File: src/rtl/ma_pipeline_pkg.sv
// Shared types and encodings for the RV32I memory-access stage.
package ma_pipeline_pkg;

  localparam logic [1:0] WB_MEM = 2'b00;
  localparam logic [1:0] WB_ALU = 2'b01;
  localparam logic [1:0] WB_PC4 = 2'b10;

  localparam logic [2:0] F3_B  = 3'b000;
  localparam logic [2:0] F3_H  = 3'b001;
  localparam logic [2:0] F3_W  = 3'b010;
  localparam logic [2:0] F3_BU = 3'b100;
  localparam logic [2:0] F3_HU = 3'b101;

  typedef enum logic {StIdle, StWait} ma_state_e;

endpackage

File: src/rtl/ma_pipeline_if.sv
// Data-memory request/ready port used by the memory-access stage.
interface ma_pipeline_if;
  logic        req;
  logic        we;
  logic [31:0] addr;
  logic [31:0] wdata;
  logic [3:0]  wstrb;
  logic        ready;
  logic [31:0] rdata;

  modport master (output req, we, addr, wdata, wstrb, input ready, rdata);
  modport slave  (input req, we, addr, wdata, wstrb, output ready, rdata);
endinterface

File: src/rtl/ma_pipeline_load_ext.sv
// Load lane select and sign/zero extension; half lanes use addr[1] only.
module ma_pipeline_load_ext
  import ma_pipeline_pkg::*;
(
  input  logic [2:0]  funct3,
  input  logic [1:0]  addr_lo,
  input  logic [31:0] rdata,
  output logic [31:0] data
);

  logic [7:0]  byte_sel;
  logic [15:0] half_sel;

  always_comb begin
    byte_sel = rdata[8*addr_lo +: 8];
    half_sel = addr_lo[1] ? rdata[31:16] : rdata[15:0];
    unique case (funct3)
      F3_B:    data = {{24{byte_sel[7]}}, byte_sel};
      F3_BU:   data = {24'h0, byte_sel};
      F3_H:    data = {{16{half_sel[15]}}, half_sel};
      F3_HU:   data = {16'h0, half_sel};
      default: data = rdata;
    endcase
  end

endmodule

File: src/rtl/ma_pipeline.sv
// RV32I memory-access stage with MA/WB register. Define MA_MISALIGN_TRAP_EN to turn
// misaligned accesses into bubbles flagged on misalign_out instead of forcing alignment.
module ma_pipeline
  import ma_pipeline_pkg::*;
(
  input  logic        clk,
  input  logic        reset,
  input  logic        RegWEn_in,
  input  logic        MemRW_in,
  input  logic [1:0]  WBSel_in,
  input  logic [2:0]  funct3_in,
  input  logic [31:0] ALU_Result_in,
  input  logic [31:0] DataB_in,
  input  logic [31:0] pcPlus4_in,
  input  logic [4:0]  AddrD_in,
  ma_pipeline_if.master dmem,
  output logic        stall_ma,
  output logic [31:0] ALU_Result_MA,
  output logic        RegWEn_out,
  output logic [1:0]  WBSel_out,
  output logic [4:0]  AddrD_out,
  output logic [31:0] ALU_Result_out,
  output logic [31:0] MemData_out,
`ifdef MA_MISALIGN_TRAP_EN
  output logic        misalign_out,
`endif
  output logic [31:0] pcPlus4_out
);

  ma_state_e   state_q, state_d;
  logic        access, access_ok, misalign, stall_int, is_load;
  logic [31:0] load_data;
  logic [1:0]  lo;

  assign lo       = ALU_Result_in[1:0];
  assign access   = MemRW_in | (RegWEn_in & (WBSel_in == WB_MEM));
  assign is_load  = access & ~MemRW_in;

`ifdef MA_MISALIGN_TRAP_EN
  logic mis_raw;
  logic misalign_q;

  // Unknown store widths are treated as words, so they get the word alignment check.
  always_comb begin
    mis_raw = 1'b0;
    if (MemRW_in) begin
      case (funct3_in)
        F3_B:    mis_raw = 1'b0;
        F3_H:    mis_raw = lo[0];
        default: mis_raw = |lo;
      endcase
    end else begin
      case (funct3_in)
        F3_H, F3_HU: mis_raw = lo[0];
        F3_W:        mis_raw = |lo;
        default:     mis_raw = 1'b0;
      endcase
    end
  end
  assign misalign = access & mis_raw;

  always_ff @(posedge clk or posedge reset) begin
    if (reset) misalign_q <= 1'b0;
    else       misalign_q <= misalign;
  end
  assign misalign_out = misalign_q;
`else
  assign misalign = 1'b0;
`endif

  assign access_ok = access & ~misalign;
  assign stall_int = access_ok & ~dmem.ready;

  // Reset gates the request and stall so an in-flight access is dropped immediately.
  assign dmem.req      = access_ok & ~reset;
  assign stall_ma      = stall_int & ~reset;
  assign dmem.we       = MemRW_in;
  assign dmem.addr     = {ALU_Result_in[31:2], 2'b00};
  assign ALU_Result_MA = ALU_Result_in;

  always_comb begin
    dmem.wstrb = 4'b0000;
    dmem.wdata = DataB_in;
    if (MemRW_in) begin
      case (funct3_in)
        F3_B: begin
          dmem.wstrb = 4'b0001 << lo;
          dmem.wdata = {4{DataB_in[7:0]}};
        end
        F3_H: begin
          dmem.wstrb = 4'b0011 << {lo[1], 1'b0};
          dmem.wdata = {2{DataB_in[15:0]}};
        end
        default: dmem.wstrb = 4'b1111;
      endcase
    end
  end

  ma_pipeline_load_ext load_ext (
    .funct3  (funct3_in),
    .addr_lo (lo),
    .rdata   (dmem.rdata),
    .data    (load_data)
  );

  always_comb begin
    state_d = state_q;
    unique case (state_q)
      StIdle: if (access_ok && !dmem.ready) state_d = StWait;
      StWait: if (dmem.ready || !access_ok) state_d = StIdle;
      default: state_d = StIdle;
    endcase
  end

  always_ff @(posedge clk or posedge reset) begin
    if (reset) state_q <= StIdle;
    else       state_q <= state_d;
  end

  always_ff @(posedge clk or posedge reset) begin
    if (reset) begin
      RegWEn_out     <= 1'b0;
      WBSel_out      <= 2'b00;
      AddrD_out      <= 5'd0;
      ALU_Result_out <= 32'h0;
      MemData_out    <= 32'h0;
      pcPlus4_out    <= 32'h0;
    end else if (stall_int || misalign) begin
      RegWEn_out <= 1'b0;
    end else begin
      RegWEn_out     <= RegWEn_in;
      WBSel_out      <= WBSel_in;
      AddrD_out      <= AddrD_in;
      ALU_Result_out <= ALU_Result_in;
      MemData_out    <= is_load ? load_data : 32'h0;
      pcPlus4_out    <= pcPlus4_in;
    end
  end

endmodule
File: src/flat_wrapper.sv
// flat-port wrapper written by rule: the top's interface ports become plain ports
module ma_pipeline_flat import ma_pipeline_pkg::*;
  (clk, reset, RegWEn_in, MemRW_in, WBSel_in, funct3_in, ALU_Result_in, DataB_in, pcPlus4_in, AddrD_in, stall_ma, ALU_Result_MA, RegWEn_out, WBSel_out, AddrD_out, ALU_Result_out, MemData_out, pcPlus4_out, dmem_req, dmem_we, dmem_addr, dmem_wdata, dmem_wstrb, dmem_ready, dmem_rdata);
  ma_pipeline_if dmem_i ();
  input  logic clk;
  input  logic reset;
  input  logic RegWEn_in;
  input  logic MemRW_in;
  input  logic [1:0] WBSel_in;
  input  logic [2:0] funct3_in;
  input  logic [31:0] ALU_Result_in;
  input  logic [31:0] DataB_in;
  input  logic [31:0] pcPlus4_in;
  input  logic [4:0] AddrD_in;
  output logic stall_ma;
  output logic [31:0] ALU_Result_MA;
  output logic RegWEn_out;
  output logic [1:0] WBSel_out;
  output logic [4:0] AddrD_out;
  output logic [31:0] ALU_Result_out;
  output logic [31:0] MemData_out;
  output logic [31:0] pcPlus4_out;
  output wire logic [$bits(dmem_i.req)-1:0] dmem_req;
  output wire logic [$bits(dmem_i.we)-1:0] dmem_we;
  output wire logic [$bits(dmem_i.addr)-1:0] dmem_addr;
  output wire logic [$bits(dmem_i.wdata)-1:0] dmem_wdata;
  output wire logic [$bits(dmem_i.wstrb)-1:0] dmem_wstrb;
  input wire logic [$bits(dmem_i.ready)-1:0] dmem_ready;
  input wire logic [$bits(dmem_i.rdata)-1:0] dmem_rdata;
  assign dmem_req = dmem_i.req;
  assign dmem_we = dmem_i.we;
  assign dmem_addr = dmem_i.addr;
  assign dmem_wdata = dmem_i.wdata;
  assign dmem_wstrb = dmem_i.wstrb;
  assign dmem_i.ready = dmem_ready;
  assign dmem_i.rdata = dmem_rdata;
  ma_pipeline u_core (.clk(clk), .reset(reset), .RegWEn_in(RegWEn_in), .MemRW_in(MemRW_in), .WBSel_in(WBSel_in), .funct3_in(funct3_in), .ALU_Result_in(ALU_Result_in), .DataB_in(DataB_in), .pcPlus4_in(pcPlus4_in), .AddrD_in(AddrD_in), .dmem(dmem_i), .stall_ma(stall_ma), .ALU_Result_MA(ALU_Result_MA), .RegWEn_out(RegWEn_out), .WBSel_out(WBSel_out), .AddrD_out(AddrD_out), .ALU_Result_out(ALU_Result_out), .MemData_out(MemData_out), .pcPlus4_out(pcPlus4_out));
endmodule
File: config.mk
export PLATFORM = sky130hd
export DESIGN_NAME = ma_pipeline_flat
export DESIGN_NICKNAME = d
export VERILOG_FILES = /design/src/rtl/ma_pipeline_pkg.sv /design/src/rtl/ma_pipeline_if.sv /design/src/rtl/ma_pipeline_load_ext.sv /design/src/rtl/ma_pipeline.sv /design/src/flat_wrapper.sv
export SDC_FILE = /design/constraint.sdc
export NUM_CORES = 1
export LEC_CHECK = 0
export BUFFER_PORTS_ARGS = -buffer_cell sky130_fd_sc_hd__buf_4
export CAP_MARGIN = 10
export CORE_AREA = 5 5 132 134
export CTS_BUF_LIST = sky130_fd_sc_hd__clkbuf_4 sky130_fd_sc_hd__clkbuf_8
export CTS_CLUSTER_SIZE = 30
export DETAILED_ROUTE_END_ITERATION = 12
export DIE_AREA = 0 0 137 139
export PLACE_DENSITY = 0.65
export SLEW_MARGIN = 0
export SYNTH_ARGS = -nofsm -noshare
export SYNTH_HDL_FRONTEND = slang
export SYNTH_SLANG_ARGS = --single-unit
File: constraint.sdc
create_clock -name clk -period 7.6 [get_ports clk]
set_input_delay 1.52 -clock clk [delete_from_list [all_inputs] [get_ports clk]]
set_output_delay 1.52 -clock clk [all_outputs]
set_load 0.01 [all_outputs]
==> metrics, run 1 <==
status completed; clock latency reported for the late side of the worst-skew pair 370 ps; Finished Cell Area 0.007994 mm^2; kind of capture point of the worst setup path primary output; Inserted Clock Buffers 9; number of buffers inserted by post-CTS setup repair 0; number of instances resized during post-cts repair 0; slowest stage cell on the critical path and3_1; total of endpoints with negative setup slack in the final report 0; Antenna Diode Count 0; count of TritonRoute iterations in the first routing pass 4; flop and latch count out of synthesis 104; startpoint type of the worst setup path primary input; mean number of vias per cell 4.866; number of nets with antenna violations after routing 0; Cell Area, Synth 0.005563 mm^2; Floorplan Core Area 0.01617 mm^2; data arrival time of the critical path 3060 ps; number of nets in the finished design 868; most instantiated library cell after synthesis dfrtp_1; clock tree from TritonCTS done; proportion of layout cells with a drive suffix above 1 64.11%; total power draw 0.001330 W; biggest area contributors in the synthesized netlist dfrtp_1, mux2_2, buf_4, a221o_1, mux2i_1; post-synthesis instance total 467; number of buffer cells added on primary ports 347; Overall Global Routing Usage 18.83%; ys async rst share 100.0%; effective utilization at floorplan 34.40%; clock period minus worst slack 4577 ps; leakage power summed over all cells 3.952 nW; final setup TNS 0 ps; Synth top cells by count dfrtp_1, mux2_2, buf_4; total number of H-tree levels 3; DIE AREA 0.01904 mm^2; most frequent CP cell buf_4; cts hold-fix bufs 0; timing-limited maximum frequency 218.5 MHz; first-pass GRT wire length 28170 um; required arrival time at the worst endpoint 6080 ps; portion of the post-synthesis area used by sequential elements 46.78%; clock root cell clkbuf_8; Overflow after GRT 0; largest incremental delay on the critical path 380 ps; DR DRC count 0; clock transition at the register clock pins on the worst setup and hold paths after CTS 100 ps; 1st-iter DRT viols 156; via count of the first global-routing pass 4977; slew at the pin closest to its max-slew limit 1080 ps; number of top-level design ports 350; Post-Syn Area per Cell 11.91 um^2; critical path fanouts, max 32; cell breakdown of the critical path buf_4 -> clkinv_1 -> and3_1 -> mux2_2 -> buf_4; total half-perimeter wirelength after legalization and detailed placement 14930 um; detailed-route wire length 18510 um; number of cell rows 47; via count 4623; placer's final routability congestion estimate 0.9071; CTS sink count 104; Yosys top cell by area dfrtp_1; setup repair after global routing missed its margin no; final cycle utilization of the critical path 60.22%; fraction of synthesized cell area taken by the top area cell type 46.78%; path type of the worst min-delay path flip-flop to flip-flop; antenna violations before repair 0; largest vdd supply drop 80.19 uV; Avg WL per Cell 19.49 um; number of enable-type register cells in the synthesized netlist 0; endpoints failing hold 0; Synthesis Warnings 0; Post-synth top flop dfrtp_1; number of fill cells 1474; Syn-to-layout area delta 43.70%; Power Dens Cells 166.3 mW/mm^2; buffers from clock root to sink, at most 2; WS Path Type primary input to primary output; area of placed instances 0.007781 mm^2; final clock skew 0 ps; Die Wd 137 um; largest net degree at the start of global routing 64; Slew Limit Fails 0; number of max-cap violations 0; Rel. slew slack 27.74%; library cells used by synthesis 37; overall die height 139 um
metal layers:
metal	GRT usage [%]	part of all wire, %	up-vias
met4	7.090	2.5	0
met5	0	0	-
met1	18.96	33	2229
li1	-	-	2110
met2	34.83	54	256
met3	6.821	11	28
critical path, delay by kind of cell:
kind | cells | cell delay (ps)
and+or+nand+nor | 1 | 380
muxes | 1 | 330
buffers and inverters | 3 | 830
flip-flops by register name (all words and copies together) (netlist names):
register	flops
u_core.ALU_Result_out	32
u_core.RegWEn_out	1
u_core.AddrD_out	5
u_core.WBSel_out	2
u_core.pcPlus4_out	32
u_core.MemData_out	32
path summary, 6_finish.rpt:
check,start,end,slack (ps),cells past startpoint
min in group asynchronous,reset,u_core.MemData_out[9]$_DFFE_PP0N_,1190,2
max in group asynchronous,reset,u_core.pcPlus4_out[18]$_DFFE_PP0N_,5190,3
worst max register to register,u_core.MemData_out[23]$_DFFE_PP0N_,u_core.MemData_out[23]$_DFFE_PP0N_,6750,1
worst min-delay path,u_core.MemData_out[1]$_DFFE_PP0N_,u_core.MemData_out[1]$_DFFE_PP0N_,500,2
worst min register to register,u_core.MemData_out[1]$_DFFE_PP0N_,u_core.MemData_out[1]$_DFFE_PP0N_,500,2
worst max-delay path,funct3_in[0],dmem_wdata[14],3020,5
report_power, final:
group | internal (W) | leakage (nW) | total (W) | switching, W
Clock | 0.000166 | 0.105 | 0.000372 | 0.000206
Combinational | 0.000190 | 2.56 | 0.000348 | 0.000158
Sequential | 0.000591 | 1.29 | 0.000610 | 0.0000193
logic make-up after synthesis:
logic type | after synthesis | share of synthesized area [%]
AO/OA/AOI/OAI | 84 | 11.76
buffers and inverters | 123 | 13.81
flip-flops | 104 | 46.78
multiplexers | 112 | 23.73
other | 1 | 0.06741
AND/OR/NAND/NOR | 43 | 3.846
per-stage QoR:
step | setup WS (ps) | instances | hold WS [ps] | utilization [%]
after global placement | 3066 | 934 | 482.9 | 48.12
final | 3023 | 950 | 500.9 | 49.43
after global routing | 2853 | 950 | 528.2 | 49.43
after floorplan | 3348 | 468 | 514.1 | -
after CTS | 3017 | 950 | 513.1 | 49.43
after detailed placement | 3019 | 934 | 486.4 | 48.12
cell type report:
| type | instances | area (um^2) | area share [%] |
|---|---|---|---|
| clock inverter | 6 | 75.07 | 0.9391 |
| multi-input combinational | 241 | 2202 | 27.55 |
| clock buffer | 10 | 137.6 | 1.722 |
| tap | 220 | 275.3 | 3.443 |
| inverter | 19 | 73.82 | 0.9235 |
| sequential | 104 | 2603 | 32.56 |
| timing repair buffer | 350 | 2628 | 32.87 |
layout by cell type (no fill, tap or decap), drive strengths merged, types with 2 or more instances in the layout:
| cell | instances |
|---|---|
| clkinv | 3 |
| a21oi | 19 |
| a22o | 7 |
| mux4 | 7 |
| nand2 | 12 |
| mux2 | 89 |
| mux2i | 16 |
| and3 | 2 |
| nor2 | 13 |
| nor3 | 8 |
| clkbuf | 10 |
| buf | 350 |
| o21ai | 13 |
| conb | 2 |
| o22ai | 8 |
| o221ai | 6 |
| inv | 20 |
| a221o | 23 |
| dfrtp | 104 |
| nor2b | 4 |
No activity file was read; power rests on OpenSTA's default activity.
==> inputs of run 2 (changes only) <==
CORE_AREA = 5 5 133 135   (was 5 5 132 134)
DIE_AREA = 0 0 138 140   (was 0 0 137 139)
clock period = 4.3 ns   (was 7.6 ns; I/O delays follow)
==> metrics, run 2 (synthesized netlist as in run 1, its figures left out) <==
Power Dens Cells 287.2 mW/mm^2 (was 166.3 mW/mm^2); Floorplan Core Area 0.01635 mm^2 (was 0.01617 mm^2); final cycle utilization of the critical path 76.29%; slew at the pin closest to its max-slew limit 1109 ps (was 1080 ps); setup repair after global routing missed its margin no (unchanged); endpoint of the worst hold-timing path u_core.MemData_out[5]$_DFFE_PP0N_ (was u_core.MemData_out[1]$_DFFE_PP0N_); total half-perimeter wirelength after legalization and detailed placement 14700 um (was 14930 um); proportion of layout cells with a drive suffix above 1 64.11% (unchanged); register cell area after layout 0.002603 mm^2 (unchanged); global routing met2 resource utilization 33.32% (was 34.83%); via count 4656 (was 4623); gr busiest metal met2 (unchanged); cts hold-fix bufs 0 (unchanged); clock root cell clkbuf_8 (unchanged); number of cell rows 47 (unchanged); critical path fanouts, max 32 (unchanged); number of nets with antenna violations after routing 0 (unchanged); placer's final routability congestion estimate 0.8349 (was 0.9071); Rel. slew slack 25.79% (was 27.74%); startpoint type of the worst setup path primary input (unchanged); commonest cells after routing, fill and taps aside buf_4, dfrtp_1, mux2_2 (unchanged); Inserted Clock Buffers 9 (unchanged); final clock skew 0 ps (unchanged); 1st-iter DRT viols 196 (was 156); clock tree from TritonCTS done (unchanged); required arrival time at the worst endpoint 3440 ps (was 6080 ps); final setup TNS 0 ps (unchanged); number of nets in the finished design 868 (unchanged); total of endpoints with negative setup slack in the final report 0 (unchanged); total power draw 0.002292 W (was 0.001330 W); mean number of vias per cell 4.901 (was 4.866); number of top-level design ports 350 (unchanged); source of the worst register-to-register timing path u_core.MemData_out[24]$_DFFE_PP0N_ (was u_core.MemData_out[23]$_DFFE_PP0N_); Antenna Diode Count 0 (unchanged); clock latency reported for the late side of the worst-skew pair 380 ps (was 370 ps); largest vdd supply drop 175.6 uV (was 80.19 uV); area of the multi-input gates 0.002202 mm^2 (unchanged); leakage power summed over all cells 3.950 nW (was 3.952 nW); antenna violations before repair 0 (unchanged); timing-limited maximum frequency 304.8 MHz; commonest non-fill, non-tap cell in the layout buf_4 (unchanged); FF-to-FF setup slack 3460 ps (was 6750 ps); DR DRC count 0 (unchanged); count of TritonRoute iterations in the first routing pass 4 (unchanged); overall die height 140 um (was 139 um); path type of the worst min-delay path flip-flop to flip-flop (unchanged); first-pass GRT wire length 28140 um (was 28170 um); worst-case reg-to-reg path depth 1 (unchanged); Overall Global Routing Usage 18.29% (was 18.83%); effective utilization at floorplan 34.03% (was 34.40%); detailed-route wire length 18560 um (was 18510 um); WS Path Type primary input to primary output (unchanged); total number of H-tree levels 3 (unchanged); clock transition at the register clock pins on the worst setup and hold paths after CTS 110 ps (was 100 ps); via count of the first global-routing pass 4797 (was 4977); status completed (unchanged); buffers from clock root to sink, at most 2 (unchanged); number of buffer cells added on primary ports 347 (unchanged); core occupancy in the finished layout 48.83% (was 49.43%); DIE AREA 0.01932 mm^2 (was 0.01904 mm^2); endpoints failing hold 0 (unchanged); Global Route met3 Usage 7.635% (was 6.821%); Slew Limit Fails 0 (unchanged); number of fill cells 1507 (was 1474); largest net degree at the start of global routing 83 (was 64); clock period minus worst slack 3281 ps; Avg WL per Cell 19.53 um (was 19.49 um); met1 Track Usage GR 19.43% (was 18.96%); CTS sink count 104 (unchanged); Overflow after GRT 0 (unchanged); startpoint of the most critical hold path u_core.MemData_out[5]$_DFFE_PP0N_ (was u_core.MemData_out[1]$_DFFE_PP0N_); Reg2Reg Capture Point u_core.MemData_out[24]$_DFFE_PP0N_ (was u_core.MemData_out[23]$_DFFE_PP0N_); number of max-cap violations 0 (unchanged); Hold Path Stages 2 (unchanged); Die Wd 138 um (was 137 um); number of buffers inserted by post-CTS setup repair 0 (unchanged); Syn-to-layout area delta 43.50% (was 43.70%); data arrival time of the critical path 2420 ps (was 3060 ps); number of instances resized during post-cts repair 0 (unchanged); leading registers by flop count u_core.ALU_Result_out x32, u_core.MemData_out x32, u_core.pcPlus4_out x32 (unchanged); kind of capture point of the worst setup path primary output (unchanged)
run 2: routing by layer:
metal / share of wire (%) / up-vias
met2: 54 / 228
met4: 1.7 / 0
met1: 35 / 2282
met3: 9.8 / 21
li1: - / 2125
met5: 0 / -
run 2: worst max path at each step:
stage	endpoint	start	slack (ps)
after global routing	dmem_wdata[11]	funct3_in[0]	900
after global placement	dmem_wdata[10]	funct3_in[0]	1070
after floorplan	u_core.ALU_Result_out[0]$_DFFE_PP0N_	reset	710
after CTS	dmem_wdata[12]	funct3_in[0]	980
after detailed placement	dmem_wdata[12]	funct3_in[0]	1000
final	dmem_wdata[12]	funct3_in[0]	1020
run 2: power breakdown:
group / internal (W) / switching, W
Clock: 0.000236 / 0.000360
Combinational: 0.000337 / 0.000282
Sequential: 0.00104 / 0.0000337
Total: 0.00162 / 0.000676
run 2: area by class of cell:
cell class              count  area share [%]
repair buffers            350           33.07
flip-flops and latches    104           32.60
multi-input cells         241           27.59
well taps                 220           3.448
clock buffers              10           1.724
inverters                  19          0.9248
clock inverters             6          0.6426
run 2: critical path, stage by stage:
cell	delay [ps]
buf_4	330
clkinv_1	350
and3_1	390
mux2_2	330
buf_4	140
run 2: stage by stage:
stage / hold slack (ps) / instances / instance area [um^2] / worst slack [ps]
global placement: 478.5 / 934 / 7794 / 1070
CTS: 503.7 / 950 / 7983 / 976.0
finish: 497.7 / 950 / 7983 / 1019
floorplan: 514.1 / 468 / 5567 / 707.8
detailed placement: 479.5 / 934 / 7794 / 1001
global route: 521.6 / 950 / 7983 / 900.6
